==> src/rtl/sda_kernel_ctrl_axi_bridge.sv <==
// ---------------------------------------------------------------------------
// sda_kernel_ctrl_axi_bridge
//
// Bridges a single-outstanding AXI4-Lite slave port onto a simple
// request/acknowledge register bus. One transaction is in flight at a time;
// simultaneous read and write requests are served round-robin (write first
// after reset).
//
// Optional feature (macro SDA_KERNEL_CTRL_TIMEOUT_EN):
//   When defined, a 16-bit counter bounds the register-bus wait. After
//   TimeoutCycles cycles without regAck, the transaction completes with
//   SLVERR (and rdata = 0 for reads). When undefined, requests wait forever
//   and every response is OKAY.
//
// Parameters:
//   RegAddrWidth  - width of awaddr/araddr/regAddr
//   TimeoutCycles - ack timeout in cycles (2..65535), used with the macro
//
// Ports:
//   clk, rstn                          - clock, async active-low reset
//   awvalid/awready/awaddr             - AXI write address channel
//   wvalid/wready/wdata/wstrb          - AXI write data channel
//   bvalid/bready/bresp                - AXI write response channel
//   arvalid/arready/araddr             - AXI read address channel
//   rvalid/rready/rdata/rresp          - AXI read data channel
//   regReq/regAck                      - register-bus handshake
//   regWriteEn/regAddr/regWData/regWStrb - request qualifiers (stable while regReq)
//   regRData                           - read data, sampled in the regAck cycle
// ---------------------------------------------------------------------------
module sda_kernel_ctrl_axi_bridge #(
  parameter int unsigned RegAddrWidth  = 12,
  parameter int unsigned TimeoutCycles = 256
) (
  input  logic                    clk,
  input  logic                    rstn,
  // AXI4-Lite write address
  input  logic                    awvalid,
  output logic                    awready,
  input  logic [RegAddrWidth-1:0] awaddr,
  // AXI4-Lite write data
  input  logic                    wvalid,
  output logic                    wready,
  input  logic [31:0]             wdata,
  input  logic [3:0]              wstrb,
  // AXI4-Lite write response
  output logic                    bvalid,
  input  logic                    bready,
  output logic [1:0]              bresp,
  // AXI4-Lite read address
  input  logic                    arvalid,
  output logic                    arready,
  input  logic [RegAddrWidth-1:0] araddr,
  // AXI4-Lite read data
  output logic                    rvalid,
  input  logic                    rready,
  output logic [31:0]             rdata,
  output logic [1:0]              rresp,
  // Register bus
  output logic                    regReq,
  input  logic                    regAck,
  output logic                    regWriteEn,
  output logic [RegAddrWidth-1:0] regAddr,
  output logic [31:0]             regWData,
  output logic [3:0]              regWStrb,
  input  logic [31:0]             regRData
);

  typedef enum logic [2:0] {
    IDLE,
    WR_REQ,
    RD_REQ,
    WR_RESP,
    RD_RESP
  } state_t;

  localparam logic [1:0] RespOkay   = 2'b00;
  localparam logic [1:0] RespSlverr = 2'b10;

  // Only 2..65535 fit the 16-bit timeout counter; this block marks an
  // unsupported value in the elaborated hierarchy.
  if (TimeoutCycles < 2 || TimeoutCycles > 65535) begin : g_timeout_out_of_range
  end

`ifdef SDA_KERNEL_CTRL_TIMEOUT_EN
  localparam logic [15:0] TimeoutLast = 16'(TimeoutCycles - 1);
  logic [15:0] tmo_cnt;
`endif

  state_t     state;
  logic       last_read;  // 1 = the most recently served transaction was a read
  logic [1:0] resp;

  logic wr_elig;
  logic rd_elig;
  logic pick_wr;
  logic pick_rd;

  // Round-robin: on a tie the type that was not served last wins.
  always_comb begin
    wr_elig = awvalid & wvalid;
    rd_elig = arvalid;
    pick_wr = wr_elig & (~rd_elig | last_read);
    pick_rd = rd_elig & (~wr_elig | ~last_read);
  end

  assign bresp = resp;
  assign rresp = resp;

  // IDLE first raises the ready(s) for one cycle; the handshake completes on
  // the following edge, which is the accept cycle. Together with one RESP
  // cycle this keeps regReq low for at least two cycles between requests.
  always_ff @(posedge clk or negedge rstn) begin
    if (!rstn) begin
      state      <= IDLE;
      last_read  <= 1'b1;
      resp       <= RespOkay;
      awready    <= 1'b0;
      wready     <= 1'b0;
      arready    <= 1'b0;
      bvalid     <= 1'b0;
      rvalid     <= 1'b0;
      rdata      <= '0;
      regReq     <= 1'b0;
      regWriteEn <= 1'b0;
      regAddr    <= '0;
      regWData   <= '0;
      regWStrb   <= '0;
`ifdef SDA_KERNEL_CTRL_TIMEOUT_EN
      tmo_cnt    <= '0;
`endif
    end else begin
      case (state)
        IDLE: begin
          if (awready) begin
            awready <= 1'b0;
            wready  <= 1'b0;
            if (awvalid && wvalid) begin
              regReq     <= 1'b1;
              regWriteEn <= 1'b1;
              regAddr    <= awaddr;
              regWData   <= wdata;
              regWStrb   <= wstrb;
              last_read  <= 1'b0;
              state      <= WR_REQ;
`ifdef SDA_KERNEL_CTRL_TIMEOUT_EN
              tmo_cnt    <= '0;
`endif
            end
          end else if (arready) begin
            arready <= 1'b0;
            if (arvalid) begin
              regReq     <= 1'b1;
              regWriteEn <= 1'b0;
              regAddr    <= araddr;
              regWData   <= '0;
              regWStrb   <= '0;
              last_read  <= 1'b1;
              state      <= RD_REQ;
`ifdef SDA_KERNEL_CTRL_TIMEOUT_EN
              tmo_cnt    <= '0;
`endif
            end
          end else if (pick_wr) begin
            awready <= 1'b1;
            wready  <= 1'b1;
          end else if (pick_rd) begin
            arready <= 1'b1;
          end
        end

        WR_REQ, RD_REQ: begin
          if (regAck) begin
            regReq <= 1'b0;
            resp   <= RespOkay;
            if (state == RD_REQ) begin
              rdata  <= regRData;
              rvalid <= 1'b1;
              state  <= RD_RESP;
            end else begin
              bvalid <= 1'b1;
              state  <= WR_RESP;
            end
          end
`ifdef SDA_KERNEL_CTRL_TIMEOUT_EN
          else if (tmo_cnt == TimeoutLast) begin
            regReq <= 1'b0;
            resp   <= RespSlverr;
            if (state == RD_REQ) begin
              rdata  <= '0;
              rvalid <= 1'b1;
              state  <= RD_RESP;
            end else begin
              bvalid <= 1'b1;
              state  <= WR_RESP;
            end
          end else begin
            tmo_cnt <= tmo_cnt + 16'd1;
          end
`endif
        end

        WR_RESP: begin
          if (bready) begin
            bvalid <= 1'b0;
            state  <= IDLE;
          end
        end

        RD_RESP: begin
          if (rready) begin
            rvalid <= 1'b0;
            state  <= IDLE;
          end
        end

        default: state <= IDLE;
      endcase
    end
  end

endmodule
==> config.mk <==
export PLATFORM = sky130hd
export DESIGN_NAME = sda_kernel_ctrl_axi_bridge
export DESIGN_NICKNAME = d
export VERILOG_FILES = /design/src/rtl/sda_kernel_ctrl_axi_bridge.sv
export SDC_FILE = /design/constraint.sdc
export NUM_CORES = 1
export LEC_CHECK = 0
export ABC_AREA = 1
export CAP_MARGIN = 20
export CORE_MARGIN = 3
export CORE_UTILIZATION = 43
export CTS_BUF_LIST = sky130_fd_sc_hd__clkbuf_16
export DETAILED_ROUTE_END_ITERATION = 16
export PLACE_DENSITY = 0.85
export RECOVER_POWER = 100
export SYNTH_ARGS = -nofsm -noshare
export SYNTH_HDL_FRONTEND = slang
export SYNTH_SLANG_ARGS = --single-unit
==> constraint.sdc <==
create_clock -name clk -period 2.6 [get_ports clk]
set_input_delay 0.78 -clock clk [delete_from_list [all_inputs] [get_ports clk]]
set_output_delay 0.78 -clock clk [all_outputs]
set_load 0.03 [all_outputs]
==> flow_summary_export.csv <==
group,metric,value,unit
detailed_routing,viasPerCell,4.96,
finish,final_cell_area,6000,um2
detailed_routing,wire_per_inst,15.0,um
critical_path,path_cells,"dlygate4sd3_1",
timing,relSlewSlack,35.1,%
timing,worstMarginPinSlew,0.973,ns
finish,final_util,71.6,%
finish,nets,721,
detailed_routing,drcViolationCount,0,
critical_path,reg2regPathDepth,6,
logic_synthesis,synth.top_cell.area_share,59.3,%
clock_network,numCtsBuffers,9,
critical_path,cpPeakStageDelay,0.79,ns
timing,final.setup.tns,0,ns
clock_network,clockBufferDepth,2,
timing,final.min_clock_period,2.29,ns
power,power.density,1260,nW/um2
power,leakage,3.11,nW
power,ir_drop,0.823,mV
logic_synthesis,synth.area.top_cells,"dfrtp_1 59%, nand2_1 20%, nand3_1 10%",
finish,layout_commonest_cell,"nand2_1",
timing,setup_viol,0,
floorplan,initial_core_util,45.3,%
placement,gp_congestion,0.796,
clock_network,cts_root_buf,"clkbuf_16",
grt,antenna_found_initial,0,
logic_synthesis,synth.distinct_cells,23,
floorplan,die_width,100,um
clock_network,cts_hold_buf,0,
power,power.total,0.00755,W
grt,grt_first_pass_wirelength,18000,um
critical_path,rr_endpoint,"regWData[7]$_DFFE_PN0P_",
critical_path,reg2reg_slack,0.86,ns
finish,drive_gt1_share,4.79,%
detailed_routing,wirelength,10900,um
detailed_routing,via_count,3629,
grt,grt_overflow,0,
timing,layout_setup_ws,0.314,ns
placement,dp_slack,0.207,ns
clock_network,cts.sinks,91,
finish,area_delta_synth_final,58.0,%
detailed_routing,drtIter0Drc,121,
critical_path,crit_path_max_fanout,4,
clock_network,clock_latency,0.33,ns
clock_network,cts-resized-gates,0,
timing,finalCritPeriodShare,87.9,%
grt,grt_pass1_vias,3699,
logic_synthesis,syn_area_per_cell,8.65,um2
worst_hold_path,min_path_cells,2,
floorplan,die_y,100,um
floorplan,core_area,8380,um2
critical_path,arrival,1.51,ns
critical_path,crit_type,"reg -> out",
placement,hpwl,8280,um
critical_path,critPathBufInv,1,
critical_path,start_kind,"register",
worst_hold_path,min_from,"rdata[22]$_DFFE_PN0P_",
critical_path,critPathTopFamily,"buffers and inverters",
timing,rsz0062_at_grt,"false",
logic_synthesis,ys_ff_latch,91,
critical_path,r2r-start,"awready$_DFFE_PN0N_",
critical_path,critPathCaptureType,"output port",
outcome,status,"completed",
logic_synthesis,yosys_warnings,0,
placement,numPortBuffers,186,
finish,final_cell_mix,"205 x nand2_1, 95 x clkdlybuf4s50_1, 90 x dfrtp_1, 90 x dlygate4sd3_1, 77 x nand3_1",
grt,grt_max_degree,41,
finish,regArea,2280,um2
timing,max_freq,0.437,GHz
clock_network,post_cts_buffers,0,
finish,fill_cells,630,
floorplan,pin_count,191,
floorplan,rows,33,
timing,hold_viol,0,
detailed_routing,antenna_left,0,
clock_network,clk_pin_slew,0.06,ns
worst_hold_path,hold_class,"reg -> reg",
logic_synthesis,synth-seq-area-share,60.0,%
worst_hold_path,hold_end,"rdata[22]$_DFFE_PN0P_",
timing,skew,0.00649,ns
finish,diodes,0,
logic_synthesis,postSynthCellCount,439,
grt,grt_use_total,22.6,%
floorplan,fp.dieArea,9990,um2
detailed_routing,dr.pass1.iters,4,
clock_network,htree_levels,3,
placement,place_area,5730,um2
run,maxCapViolations,0,
critical_path,required,1.82,ns
finish,multi_input_area,1340,um2
logic_synthesis,synth_top_cell_by_area,"dfrtp_1",
clock_network,cts_tree,"done",
timing,slew_viol_final,0,
logic_synthesis,synth_area,3800,um2
critical_path,crit_slowest_cell,"dlygate4sd3_1",
[where the power goes]
part           internal [W]  switching, W  total (W)
logic               0.00137       0.00252    0.00389
clock network      0.000729      0.000496    0.00122
registers           0.00207      0.000370    0.00244
total               0.00417       0.00339    0.00755
[sequential cells by signal, indices dropped and copies added, names as in the netlist]
register,cells
last_read,1
regWData,32
rdata,32
regReq,1
state,3
regWStrb,4
regAddr,12
awready,1
arready,1
bvalid,1
wready,1
regWriteEn,1
rvalid,1
[kinds of logic after synthesis]
| logic type | synth area share (%) |
|---|---|
| flip-flops | 60.0 |
| AO/OA/AOI/OAI | 1.65 |
| other | 0.0988 |
| buffers and inverters | 5.11 |
| AND/OR/NAND/NOR | 33.1 |
[per-layer routing]
metal	vias to the layer above	global-route usage (%)	wire length [um]
met4	0	7.67	189
li1	1745	-	-
met1	1703	29.2	4520
met3	15	6.39	1010
met5	-	0	0
met2	166	36.6	5220
[worst max-delay path by stage]
stage | startpoint | cells after the start | slack [ns] | end
finish | awready$_DFFE_PN0N_ | 1 | 0.31 | awready
detailed placement | arvalid | 7 | 0.21 | regWriteEn$_DFFE_PN0P_
floorplan | arvalid | 6 | 1.0 | regAddr[10]$_DFFE_PN0P_
CTS | awready$_DFFE_PN0N_ | 1 | 0.36 | awready
global placement | arvalid | 7 | 0.29 | regWData[27]$_DFFE_PN0P_
global route | wvalid | 6 | 0.17 | awready$_DFFE_PN0N_
[cell usage after synthesis]
cell type / n
a21oi_2: 1
nand2_1: 205
buf_6: 1
o2111ai_1: 1
inv_1: 8
inv_2: 4
dfrtp_1: 90
nor2_4: 3
nand2_4: 1
a21oi_1: 2
o21ai_0: 5
nor2_1: 7
nand3_4: 1
buf_4: 4
clkinv_1: 1
buf_2: 17
nand3b_1: 1
nand3_1: 77
nand4_1: 1
clkbuf_1: 5
dfstp_2: 1
conb_1: 1
o21ai_1: 2
[layout make-up]
cell class,count,share of cell area (%)
inverter,13,0.813
clock buffer,9,3.75
timing repair buffer,195,32.1
sequential,91,38.0
multi-input combinational,311,22.3
clock inverter,7,0.959
tap,105,2.19
[metrics by stage]
stage	std cells	hold slack (ns)
2_1_floorplan	442	0.462
3_3_place_gp	715	0.452
3_5_place_dp	715	0.458
4_1_cts	731	0.431
5_1_grt	731	0.479
6_report	731	0.464
Note: power is estimated with default switching activity, not from simulation.
